--- config.mk ---
export PLATFORM = sky130hd
export DESIGN_NAME = mlaccel_qpi_host
export DESIGN_NICKNAME = d
export VERILOG_FILES = /design/src/rtl/mlaccel_pkg.sv /design/src/rtl/mlaccel_qpi_tick.sv /design/src/rtl/mlaccel_qpi_host.sv
export SDC_FILE = /design/constraint.sdc
export NUM_CORES = 1
export LEC_CHECK = 0
export BUFFER_PORTS_ARGS = -buffer_cell sky130_fd_sc_hd__buf_2
export CORE_ASPECT_RATIO = 1.75
export CORE_MARGIN = 1
export CORE_UTILIZATION = 35
export CTS_CLUSTER_DIAMETER = 30
export DETAILED_ROUTE_END_ITERATION = 10
export GPL_TIMING_DRIVEN = 0
export PLACE_DENSITY = 0.56
export SLEW_MARGIN = 0
export SYNTH_ARGS = -nofsm -noshare
export SYNTH_HDL_FRONTEND = slang
export SYNTH_HIERARCHICAL = 1
export SYNTH_SLANG_ARGS = --single-unit
--- constraint.sdc ---
create_clock -name clock -period 3.65 [get_ports clock]
set_input_delay 0.73 -clock clock [delete_from_list [all_inputs] [get_ports clock]]
set_output_delay 0.73 -clock clock [all_outputs]
set_load 0.02 [all_outputs]
--- src/rtl/mlaccel_pkg.sv ---
// Shared definitions for the QPI host: command opcodes and FSM state encoding.
package mlaccel_pkg;

    // Command opcodes carried on cmd_op; 6 and 7 are reserved.
    typedef enum logic [2:0] {
        OP_START = 3'd0,
        OP_SEND  = 3'd1,
        OP_WAIT  = 3'd2,
        OP_RECV  = 3'd3,
        OP_POLL  = 3'd4,
        OP_STOP  = 3'd5
    } op_e;

    // Host FSM states; LO/HI name the QPI clock level of the half-phase.
    typedef enum logic [2:0] {
        ST_IDLE = 3'd0,
        ST_LO   = 3'd1,
        ST_HI   = 3'd2,
        ST_RSP  = 3'd3,
        ST_END  = 3'd4
    } state_e;

    // Commands that only make sense while the device is selected.
    function automatic logic op_needs_select(input op_e op);
        return (op == OP_SEND) || (op == OP_WAIT) ||
               (op == OP_RECV) || (op == OP_POLL);
    endfunction

endpackage

--- src/rtl/mlaccel_qpi_tick.sv ---
// Half-phase timer: counts DIV-1 down to 0 and pulses tick on the final
// clock of every half-phase. Holding restart keeps it parked at DIV-1 so the
// next half-phase always starts with a full count.
module mlaccel_qpi_tick #(
    parameter int DIV = 4
) (
    input  logic clock,
    input  logic reset,
    input  logic restart,
    output logic tick
);

    localparam int CW = $clog2(DIV);

    logic [CW-1:0] cnt;

    // Down-counter with automatic reload at the end of each half-phase.
    always_ff @(posedge clock) begin
        // NOTE: non-blocking assignments so every flop samples pre-edge values.
        if (reset || restart || (cnt == '0)) begin
            cnt <= CW'(DIV - 1);
        end else begin
            cnt <= cnt - 1'b1;
        end
    end

    assign tick = (cnt == '0);

endmodule

--- src/rtl/mlaccel_qpi_host.sv ---
// QPI host controller: executes START/SEND/WAIT/RECV/POLL/STOP commands,
// generating csb/clk/io on registered pads and returning received bytes.
module mlaccel_qpi_host
    import mlaccel_pkg::*;
#(
    parameter int DIV      = 4,
    parameter int NBYTES   = 4,
    parameter int POLL_MAX = 1024
) (
    input  logic                  clock,
    input  logic                  reset,
    input  logic                  cmd_valid,
    output logic                  cmd_ready,
    input  logic [2:0]            cmd_op,
    input  logic [8*NBYTES-1:0]   cmd_data,
    input  logic [3:0]            cmd_len,
    output logic                  rsp_valid,
    input  logic                  rsp_ready,
    output logic [7:0]            rsp_data,
    output logic                  rsp_last,
    output logic                  err,
    output logic                  qpi_csb,
    output logic                  qpi_clk,
    output logic [3:0]            qpi_io_out,
    output logic                  qpi_io_oe,
    input  logic [3:0]            qpi_io_in
);

    localparam int BCW = $clog2(NBYTES + 1);
    localparam int PCW = $clog2(POLL_MAX + 1);

    state_e              state;
    op_e                 op;
    op_e                 cmd_op_e;
    logic                csb_sel;     // logical chip select, pads follow one clock later
    logic [8*NBYTES-1:0] shreg;       // SEND payload, byte 0 in the low bits
    logic [BCW-1:0]      bcnt;        // SEND bytes still to go, including current
    logic [PCW-1:0]      pcnt;        // POLL bytes received, saturating
    logic [3:0]          rx_hi;       // high nibble captured at the end of LO
    logic                second;      // second half-phase of WAIT-HI / END
    logic                tick;
    logic                restart;
    logic [7:0]          rx_byte;
    logic                poll_done;
    logic                poll_timeout;
    logic                send_active;
    logic [3:0]          tx_nibble;
    logic                bad_len;

    assign cmd_op_e     = op_e'(cmd_op);
    assign cmd_ready    = (state == ST_IDLE);
    assign rsp_valid    = (state == ST_RSP);
    assign restart      = (state == ST_IDLE) || (state == ST_RSP);
    assign rx_byte      = {rx_hi, qpi_io_in};
    assign poll_timeout = (pcnt == PCW'(POLL_MAX - 1));
    assign poll_done    = (rx_byte == 8'h00) || poll_timeout;
    assign bad_len      = (cmd_len == 4'd0) || (cmd_len > 4'(NBYTES));
    assign send_active  = (op == OP_SEND) && ((state == ST_LO) || (state == ST_HI));
    assign tx_nibble    = (state == ST_LO) ? shreg[7:4] : shreg[3:0];

    mlaccel_qpi_tick #(
        .DIV (DIV)
    ) u_tick (
        .clock   (clock),
        .reset   (reset),
        .restart (restart),
        .tick    (tick)
    );

    // Command sequencing FSM: state, payload/receive registers and err.
    always_ff @(posedge clock) begin
        if (reset) begin
            state    <= ST_IDLE;
            op       <= OP_START;
            csb_sel  <= 1'b1;
            shreg    <= '0;
            bcnt     <= '0;
            pcnt     <= '0;
            rx_hi    <= '0;
            second   <= 1'b0;
            rsp_data <= '0;
            rsp_last <= 1'b0;
            err      <= 1'b0;
        end else begin
            case (state)
                ST_IDLE: begin
                    if (cmd_valid) begin
                        op     <= cmd_op_e;
                        second <= 1'b0;
                        pcnt   <= '0;
                        if (op_needs_select(cmd_op_e) && csb_sel) begin
                            err <= 1'b1;
                        end else begin
                            case (cmd_op_e)
                                OP_START: begin
                                    csb_sel <= 1'b0;
                                    state   <= ST_HI;
                                end
                                OP_SEND: begin
                                    if (bad_len) begin
                                        err <= 1'b1;
                                    end else begin
                                        shreg <= cmd_data;
                                        bcnt  <= BCW'(cmd_len);
                                        state <= ST_LO;
                                    end
                                end
                                OP_WAIT, OP_RECV, OP_POLL, OP_STOP: state <= ST_LO;
                                default: err <= 1'b1;
                            endcase
                        end
                    end
                end
                ST_LO: begin
                    if (tick) begin
                        rx_hi <= qpi_io_in;
                        if (op == OP_STOP) begin
                            csb_sel <= 1'b1;
                            state   <= ST_END;
                        end else begin
                            state <= ST_HI;
                        end
                    end
                end
                ST_HI: begin
                    if (tick) begin
                        case (op)
                            OP_SEND: begin
                                if (bcnt == BCW'(1)) begin
                                    state <= ST_IDLE;
                                end else begin
                                    bcnt  <= bcnt - 1'b1;
                                    shreg <= shreg >> 8;
                                    state <= ST_LO;
                                end
                            end
                            OP_WAIT: begin
                                if (!second) begin
                                    second <= 1'b1;
                                end else begin
                                    state <= ST_IDLE;
                                end
                            end
                            OP_RECV, OP_POLL: begin
                                rsp_data <= rx_byte;
                                rsp_last <= (op == OP_POLL) && poll_done;
                                if ((op == OP_POLL) && (rx_byte != 8'h00) && poll_timeout) begin
                                    err <= 1'b1;
                                end
                                if (pcnt != PCW'(POLL_MAX)) begin
                                    pcnt <= pcnt + 1'b1;
                                end
                                state <= ST_RSP;
                            end
                            default: state <= ST_IDLE;
                        endcase
                    end
                end
                ST_RSP: begin
                    if (rsp_ready) begin
                        rsp_last <= 1'b0;
                        if ((op == OP_POLL) && !rsp_last) begin
                            state <= ST_LO;
                        end else begin
                            state <= ST_IDLE;
                        end
                    end
                end
                ST_END: begin
                    if (tick) begin
                        if (!second) begin
                            second <= 1'b1;
                        end else begin
                            state <= ST_IDLE;
                        end
                    end
                end
                default: state <= ST_IDLE;
            endcase
        end
    end

    // Registered pads, decoded from the state one clock after it changes.
    always_ff @(posedge clock) begin
        if (reset) begin
            qpi_csb    <= 1'b1;
            qpi_clk    <= 1'b1;
            qpi_io_oe  <= 1'b0;
            qpi_io_out <= 4'h0;
        end else begin
            qpi_csb    <= csb_sel;
            qpi_clk    <= (state != ST_LO);
            qpi_io_oe  <= send_active;
            qpi_io_out <= send_active ? tx_nibble : 4'h0;
        end
    end

endmodule

**After elaboration in Yosys (flattened, before gate mapping)**

Cells that the tools add are included.

- Bitwise gates (word level): 1
- Multipliers: 0
- Div/mod/pow operators: 0
- Multiplexer cells: 59
- Reduce and logical (&&, ||, !) cells: 40
- Equal/unequal tests: 38
- Shift-type cells: 0
- $add $sub $neg: 3
- $lt $le $gt $ge: 1

Operators by type and width:

| operator | number |
|---|---|
| 32-bit two-way mux | 7 |
| 32-bit one-hot mux with 2 select lines | 1 |
| 3-bit two-way mux | 16 |
| 11-bit two-way mux | 4 |
| 11-bit one-hot mux with 2 select lines | 1 |
| 1-bit two-way mux | 20 |
| 3-bit by 2-bit equality test with 1-bit output (second input constant) | 6 |
| 3-bit one-hot mux with 3 select lines | 2 |
| 2-bit by 1-bit inequality test with 1-bit output (second input constant) | 8 |
| 2-bit inequality test (second input constant) | 8 |
| 8-bit AND reduction | 2 |
| 3-bit equality test (second input constant) | 5 |
| 3-bit one-hot mux with 5 select lines | 1 |
| 3-bit by 1-bit equality test with 1-bit output (second input constant) | 4 |
| 11-bit by 1-bit adder with 11-bit output (second input constant) | 1 |
| 11-bit by 10-bit equality test with 1-bit output (second input constant) | 1 |
| 11-bit inequality test (second input constant) | 1 |
| 5-bit AND reduction | 2 |
| 1-bit logical OR | 9 |
| 8-bit logical NOT | 1 |
| 1-bit one-hot mux with 2 select lines | 4 |
| 8-bit nonzero test | 1 |
| 7-bit AND reduction | 1 |
| 1-bit logical AND | 6 |
| 25 further kinds | 30 |

- Input port bits: 47
- Flip-flop bits (word level): 77
- Output and inout bits: 19
- Bits in latches: 0
- Logic and storage cells: 158
- Memories kept: 0
- ROM bits: 0
- Bits in writable memories: 0

**Logic depth before layout (Yosys ltp)**

Gate-level depths: netlist of run 1.

- Depth in word-level cells: 8
- Gate-level depth with buffers: 8

**Hierarchy**

Netlist of run 1, hierarchy kept.

By module, submodules not included:

| module | area each (um^2) | instances | cells each |
|---|---|---|---|
| mlaccel_qpi_host | 3,624.7 | 1 | 448 |
| mlaccel_qpi_tick | 80.1 | 1 | 7 |

**Worst setup path after synthesis of run 1**

Ideal clock, no wire load.

- Path kind: in2reg
- Start: input cmd_op[2]
- End: register shreg[28]
- Path buffers: 2
- Arrival time: 2.153 ns
- Stages on the path: 7
- Path slack: 1.369 ns
- Required time: 3.522 ns
- Cells stage by stage: clkbuf_1 -> nor4b_1 -> o211ai_1 -> nor3_2 -> clkbuf_1 -> mux2i_1 -> nor2_1

- Cells in the longest elaborated chain, start to end: 7
- Elaborated cells between the ends (all ways): 11
- Those cells by class: 6 x eq/ne; 5 x reduce/logical

RTL lines:

| item | line | RTL |
|---|---|---|
| start, declared | mlaccel_qpi_host.sv:14 | `input logic [2:0] cmd_op,` |
| 3-bit by 1-bit equality test with 1-bit output / 3-bit by 2-bit equality test with 1-bit output (equally long branches) | mlaccel_pkg.sv:25, mlaccel_qpi_host.sv:94 |  |
| 1-bit logical OR (2 in series) | mlaccel_pkg.sv:25 | `return (op == OP_SEND) \|\| (op == OP_WAIT) \|\|` |
| 1-bit logical OR | mlaccel_pkg.sv:26 | `(op == OP_RECV) \|\| (op == OP_POLL);` |
| 1-bit logical AND | mlaccel_qpi_host.sv:91 | `if (op_needs_select(cmd_op_e) && csb_sel) begin` |
| 2-bit inequality test (no source line) | - |  |
| 8-bit AND reduction (no source line) * | - |  |
| end signal, assigned | mlaccel_qpi_host.sv:103 | `shreg <= cmd_data;` |
| end signal, assigned | mlaccel_qpi_host.sv:133 | `shreg <= shreg >> 8;` |
| end, declared | mlaccel_qpi_host.sv:36 | `logic [8*NBYTES-1:0] shreg;` |

Every way passes the cells marked *; elsewhere a longest branch is shown, timed or not.
A chain may end at the register's enable or synchronous reset.

**Final worst setup path of run 1**

- Start: register state[0]
- End: register pcnt[5]

- Cells in the longest elaborated chain, start to end: 3
- Elaborated cells between the ends (all ways): 9
- Those cells by class: 5 x eq/ne; 1 x mux; 3 x reduce/logical

RTL lines:

| item | line | RTL |
|---|---|---|
| start, declared | mlaccel_qpi_host.sv:32 | `state_e state;` |
| start signal, assigned | mlaccel_qpi_host.sv:73 | `state <= ST_IDLE;` |
| start signal, assigned | mlaccel_qpi_host.sv:97 | `state <= ST_HI;` |
| start signal, assigned | mlaccel_qpi_host.sv:105 | `state <= ST_LO;` |
| 3-bit by 2-bit equality test with 1-bit output / 3-bit logical NOT (equally long branches) | mlaccel_qpi_host.sv:85 | `case (state)` |
| 2-bit by 1-bit inequality test with 1-bit output (no source line) (tied with other cells) | - |  |
| 5-bit AND reduction (no source line) | - |  |
| end signal, assigned | mlaccel_qpi_host.sv:151 | `pcnt <= pcnt + 1'b1;` |
| end, declared | mlaccel_qpi_host.sv:38 | `logic [PCW-1:0] pcnt;` |

Several ways; a longest one is shown, not always the timed one.

==> results of run 1 <==
-- metrics by stage --
stage	area, sq um	instances	power (uW)	hold slack [ns]
finish	4490	661	2470	0.452
global route	4490	661	2600	0.497
CTS	4490	661	2490	0.455
detailed placement	4180	645	1540	0.445
global placement	4180	645	1530	0.451
floorplan	3700	455	1350	0.432
-- where the power goes --
part	total, uW	internal [uW]	switching (uW)
registers	935	899	36.4
logic	585	200	385
clock network	948	598	349
-- worst paths after layout --
kind                            slack [ns]             startpoint                       end
worst max-delay path                  1.17  state[0]$_SDFFE_PP0P_      pcnt[5]$_SDFFE_PP0P_
worst min-delay path                  0.45  shreg[4]$_SDFFE_PP0P_  qpi_io_out[0]$_SDFF_PP0_
worst max register to register        1.17  state[0]$_SDFFE_PP0P_      pcnt[5]$_SDFFE_PP0P_
worst min register to register        0.45  shreg[4]$_SDFFE_PP0P_  qpi_io_out[0]$_SDFF_PP0_
-- worst max-delay path, delay by kind of cell (launching register included) --
kind,cells,cell delay (ns)
buffers and inverters,2,0.52
DFF,1,0.29
AOI/OAI and AO/OA,2,0.43
and+or+nand+nor,3,1.12
-- per-layer routing --
layer  up-vias  global-route usage, %
met5         -                      0
met4         0                   8.36
met3        17                   3.89
met2       113                   34.2
met1      1594                   23.3
li1       1762                      -
-- logic make-up after synthesis --
family | Yosys count
adder cells (fa/ha/maj) | 5
multiplexers | 25
buffers and inverters | 49
AND/OR/NAND/NOR | 205
flip-flops | 77
AO/OA/AOI/OAI | 92
XOR/XNOR | 2
-- layout make-up --
class	instances	area (sq um)	area share [%]
Tap cell	127	159	3.54
Buffer	33	133	2.95
Multi-Input combinational cell	329	1970	43.8
Clock inverter	6	86.3	1.92
Sequential cell	77	1540	34.3
Inverter	16	60.1	1.34
Timing Repair Buffer	63	315	7.02
Clock buffer	10	229	5.09
-- cells in the final DEF, fill, tap and decap left out, types with 9 or more instances in the layout --
cell / count
clkbuf_16: 9
nand2_1: 77
a311oi_1: 24
buf_2: 69
dfxtp_1: 77
nor2_1: 60
o21ai_0: 10
and2_1: 9
inv_1: 16
a21oi_1: 22
clkbuf_1: 26
mux2i_1: 23
-- cell usage after synthesis (all sizes together), types with 7 or more instances --
library cell  count  share of area [%]
mux2i            23                6.2
o211ai            7                1.4
nor2             60                6.1
a21oi            22                3.0
inv              16                1.6
a311oi           24                5.7
and2              9                1.5
clkbuf           26                2.7
dfxtp            77                 42
buf               7               0.91
nand2            77                7.8
o21ai            11                1.6
a211oi            8                2.0
-- registers in the layout (all words and copies together), names as in the netlist, 3 cells and up --
name,cells
state,3
qpi_io_out,4
pcnt,11
rsp_data,8
shreg,32
bcnt,3
rx_hi,4
op,3
==> summary.md, run 1 <==
| Metric | Value |
|---|---|
| Final worst path period share | `67.9%` |
| Met3 Wirelength | `around 560 um` |
| Num CTS Buffers | `9` |
| Dpl ws | `around 0.9 ns` |
| Initial antenna violation count | `0` |
| Mapped Nets | `507` |
| Iteration-0 DRC count of the detailed router | `around 220` |
| Dominant synthesized flop cell | `dfxtp_1` |
| Vert. Die Dim | `~140 um` |
| Fillers | `approximately 1,100` |
| CP Capture Type | `flip-flop` |
| Fmax | `~400 MHz` |
| Worst hold stages | `2` |
| Worst setup slack after layout | `about 1.2 ns` |
| Met2 wire len | `between 5 and 6 mm` |
| Post-Synth Simple-Gate Area | `a little over a quarter` |
| Layout area overhead | `21.3%` |
| Slew headroom | `~29%` |
| Port buffer count | `between 60 and 70` |
| Main combinational cell family by area after synthesis | `simple AND/OR/NAND/NOR gates` |
| Top sig layer | `met4` |
| Worst path cell trace | `buf_2 > nor3b_1 > nand4_1 > o21ai_2 > clkbuf_1 > nor4_1 > o21a_1` |
| Total gr overflow | `0` |
| Final setup vio count | `0` |
| Die area | `between 10,000 and 15,000 sq um` |
| DR vias/cell | `5.27` |
| EDFF count, synth | `0` |
| Crit path max fanout | `10` |
| Reg2Reg Depth | `7` |
| Cts repair resizes | `0` |
| First-pass iteration count of the detailed router | `5` |
| Layout Nets | `581` |
| Layout cells sized above 1 | `17.6%` |
| WL final | `a little over 10 mm` |
| Async SR Flop Fraction | `0%` |
| Initial Utilization | `between 30% and 40%` |
| Clock-pin slew on the worst setup and hold paths | `about 0.06 ns` |
| CTS root buf | `clkbuf_16` |
| Post-DR wirelength/cell | `15.3 um` |
| Synth warn | `6` |
| Fin Setup TNS | `0 ns` |
| Adder-Cell Fraction of Synth Area | `between 1.5 and 2%` |
| Largest net degree at the start of global routing | `14` |
| Synth Area in XOR/XNOR | `less than 1%` |
| CP Launch Type | `flip-flop` |
| Gr usage total | `approximately a fifth` |
| Final GP Congestion | `between 0.8 and 0.9` |
| CP peak stage delay | `approximately 0.59 ns` |
| Skew-Pair Late Insertion Delay | `~0.34 ns` |
| WS Path Type | `reg2reg` |
| DRC viols | `0` |
| P per Cell Area | `549 nW/um^2` |
| Worst vdd ir | `~250 uV` |
| Post-synth cell types | `52` |
| Post-Syn Area | `~3700 sq um` |
| Post-CTS Setup Inserts | `0` |
| Req. time, crit path | `between 3 and 4 ns` |
| First-pass GRT wire length | `between 15 and 20 mm` |
| Yosys reg bits | `77` |
| WL met1 | `3.98 mm` |
| Clock Tree Buf Depth | `2` |
| Status | `completed` |
| Core area | `10,300 sq um` |
| Std cell rows | `just under 50` |
| Ant diodes | `0` |
| Maxcap violations | `0` |
| Synth Instances | `between 400 and 500` |
| Syn Area/Cell | `a little over 8 sq um` |
| Post-layout util | `between 40% and 50%` |
| Hold_buf cts | `0` |
| Die extent in x | `between 70 and 80 um` |
| Count of pins over their slew limit | `0` |
| Worst slew pin tran | `1.06 ns` |
| Clock Skews | `roughly 0.0063 ns` |
| CP arrival | `around 2.7 ns` |
| Leak pwr | `~0.0017 uW` |
| CTS tree | `yes` |
| IO Count | `66` |
| Mux contribution to synthesized area | `6.82%` |
| Clk sinks | `77` |
| Via count of the first global-routing pass | `between 3,000 and 4,000` |
| Final HPWL from detailed placement | `around 7.8 mm` |
| Seq/Total Area, Yosys | `a little over two fifths` |
| HP Class | `reg2reg` |
| Antenna Nets Post-Route | `0` |
| H-tree levels | `3` |
| Final Hold Viols | `0` |
| RSZ-0062 raised after global routing | `no` |
| Fin crit period | `2.48 ns` |
| DR vias | `around 3,500` |
| Synth Area in Compound Gates | `between 10% and 20%` |
| Slowest-stage cell, CP | `nor3b_1` |
(Power assumes the default switching activity.)
==> run 2: changes to the inputs <==
clock period = 2.37 ns   (was 3.65 ns; I/O delays follow)
==> run 2 against run 1 <==
  * Sequential cell count unchanged
  * Clock skew about the same
  * Critical endpoint is now pcnt[9]$_SDFFE_PP0P_
  * Non-clock buffer count up 2
==> summary.md, run 2 (synthesis results as in run 1) <==
| Metric | Value |
|---|---|
| Most common cell on crit path | `buf_2` |
| Req. time, crit path | `2.60 ns (-1.29 ns)` |
| Antenna Nets Post-Route | `0 (unchanged)` |
| Maxcap violations | `0 (unchanged)` |
| Final worst path period share | `96.1% (+28 points)` |
| Vert. Die Dim | `138 um (unchanged)` |
| Iteration-0 DRC count of the detailed router | `249 (+12%)` |
| Leak pwr | `0.00171 uW (+2.0%)` |
| FF+latch area | `1540 sq um (unchanged)` |
| HP Class | `in2reg` |
| Dpl ws | `-0.149 ns (-1.02 ns)` |
| Crit path max fanout | `10 (unchanged)` |
| Final GP Congestion | `0.874 (unchanged)` |
| Clk sinks | `77 (unchanged)` |
| Die extent in x | `79.8 um (unchanged)` |
| Worst hold stages | `2 (unchanged)` |
| Worst Path Buf+Inv | `2 (unchanged)` |
| Post-DR wirelength/cell | `15.4 um (+0.62%)` |
| Post-layout util | `44.0% (+0.41 points)` |
| Worst vdd ir | `398 uV (+57%)` |
| Slew headroom | `30.3% (+0.77 points)` |
| Fillers | `1,106 (+0.090%)` |
| Layout area overhead | `22.5%` |
| Layout Nets | `583 (+0.34%)` |
| Largest net degree at the start of global routing | `14 (unchanged)` |
| Crit Reg-Reg Endpoint | `pcnt[9]$_SDFFE_PP0P_` |
| Reg2Reg Depth | `7 (unchanged)` |
| DR vias | `3,493 (+0.20%)` |
| Gr usage total | `19.9% (+0.054 points)` |
| Reg with most FFs | `shreg` |
| CTS tree | `yes` |
| Final setup vio count | `0 (unchanged)` |
| DR vias/cell | `5.27 (-0.10%)` |
| Fin crit period | `2.28 ns (-0.200 ns)` |
| Hold_buf cts | `0 (unchanged)` |
| CP arrival | `2.51 ns (-0.20 ns)` |
| Largest regs | `shreg: 32 flops, pcnt: 11 flops, rsp_data: 8 flops` |
| Clock Skews | `0.00594 ns (-0.000352 ns)` |
| Most frequent cells in the layout | `nand2_1 (77), dfxtp_1 (77), buf_2 (69)` |
| Core area | `10,300 sq um (unchanged)` |
| Initial antenna violation count | `0 (unchanged)` |
| Worst r2r src | `state[0]$_SDFFE_PP0P_` |
| CP Launch Type | `flip-flop` |
| Skew-Pair Late Insertion Delay | `0.34 ns (about the same)` |
| First-pass iteration count of the detailed router | `4 (-1)` |
| Placed Instances | `645 (unchanged)` |
| Fin cells | `663 (+0.30%)` |
| DRC viols | `0 (unchanged)` |
| Area of the multi-input gates | `1990 sq um (+0.95%)` |
| IO Count | `66 (unchanged)` |
| First-pass GRT wire length | `16.8 mm (+0.37%)` |
| Total gr overflow | `0 (unchanged)` |
| Final HPWL from detailed placement | `7.81 mm (unchanged)` |
| Slowest-stage cell, CP | `or4_1` |
| Std cell rows | `49 (unchanged)` |
| Worst setup slack after layout | `0.0932 ns (-1.08 ns)` |
| Layout cells sized above 1 | `19.0% (+1.4 points)` |
| Final Hold Viols | `0 (unchanged)` |
| Port buffer count | `63 (unchanged)` |
| CP top delay family | `simple AND/OR/NAND/NOR gates` |
| Clock-pin slew on the worst setup and hold paths | `0.06 ns (about the same)` |
| Worst path cell trace | `buf_2 > or3b_1 > buf_2 > a211oi_4 > o21ai_4 > or4_1 > mux2i_1` |
| Worst slew pin tran | `1.04 ns (-0.0116 ns)` |
| Initial Utilization | `36.0% (unchanged)` |
| CP Capture Type | `flip-flop` |
| Via count of the first global-routing pass | `3,345 (+0.51%)` |
| Count of pins over their slew limit | `0 (unchanged)` |
| HP Start | `reset` |
| WS Path Type | `reg2reg` |
| Clock Tree Buf Depth | `2 (unchanged)` |
| Crit path depth | `7 (unchanged)` |
| P per Cell Area | `844 nW/um^2 (+54%)` |
| Ant diodes | `0 (unchanged)` |
| Status | `completed` |
| CTS root buf | `clkbuf_16` |
| H-tree levels | `3 (unchanged)` |
| Max FFs per register | `32 (unchanged)` |
| Num CTS Buffers | `9 (unchanged)` |
| Reg2reg setup slack | `0.09 ns (-1.08 ns)` |
| Fmax | `439 MHz (+8.8%)` |
| Die area | `11,000 sq um (unchanged)` |
| WL final | `10.2 mm (+0.93%)` |
| Hold path endpoint | `u_tick/cnt[0]$_SDFF_PP1_` |
| CP peak stage delay | `0.55 ns (-0.04 ns)` |
==> run 2: cell types whose count changed in the layout (fill, tap and decap cells not counted), sizes merged <==
| cell | before | now |
|---|---|---|
| buf | 70 | 72 |
==> run 2: timing repair <==
item / in CTS / in global routing
setup endpoints to repair: 19 / 38
buffers inserted: 0 / 2
pin swaps: 0 / 1
resized for setup: 2 / 12
==> run 2: through the flow <==
stage / hold WS [ns] / total power [uW] / area [sq um] / setup TNS, ns
after floorplan: 0.432 / 2080 / 3700 / 0
after global placement: 0.451 / 2360 / 4180 / -0.699
after detailed placement: 0.445 / 2370 / 4180 / -1.32
after CTS: 0.349 / 3840 / 4500 / 0
after global routing: 0.377 / 4020 / 4540 / -0.00669
final: 0.352 / 3830 / 4540 / 0
==> run 2: power breakdown <==
| group | switching [uW] | internal, uW |
|---|---|---|
| sequential | 55.8 | 1380 |
| combinational | 604 | 319 |
| clock | 542 | 922 |
==> run 2: per-layer routing <==
| metal | track usage, % | share of wire [%] | vias to the layer above |
|---|---|---|---|
| met2 | 34.3 | 53 | 94 |
| met3 | 3.89 | 5.1 | 15 |
| met1 | 23.3 | 40 | 1620 |
| li1 | - | - | 1764 |
| met4 | 8.36 | 2.2 | 0 |
| met5 | 0 | 0 | - |
==> run 2: layout make-up <==
type	instances	area share [%]
Clock buffer	10	5.05
Sequential cell	77	34.0
Timing Repair Buffer	65	7.28
Inverter	16	1.32
Tap cell	127	3.50
Buffer	33	3.12
Clock inverter	6	1.90
Multi-Input combinational cell	329	43.9
==> run 2: worst max-delay path by stage <==
stage                     slack (ns)                endpoint                   from
after CTS                       0.04    pcnt[7]$_SDFFE_PP0P_  state[0]$_SDFFE_PP0P_
final                           0.09    pcnt[9]$_SDFFE_PP0P_  state[0]$_SDFFE_PP0P_
after global routing          -0.007    pcnt[1]$_SDFFE_PP0P_  state[0]$_SDFFE_PP0P_
after global placement         -0.11  shreg[28]$_SDFFE_PP0P_              cmd_op[2]
after detailed placement       -0.15  shreg[28]$_SDFFE_PP0P_              cmd_op[2]
after floorplan                 0.34    pcnt[9]$_SDFFE_PP0P_  state[0]$_SDFFE_PP0P_
==> run 2: worst register-to-register path: cells and delay by family, from the launching register on <==
| kind | cells | cell delay, ns |
|---|---|---|
| AOI/OAI and AO/OA | 2 | 0.46 |
| buffers and inverters | 2 | 0.36 |
| DFF | 1 | 0.29 |
| muxes | 1 | 0.13 |
| and+or+nand+nor | 2 | 0.92 |
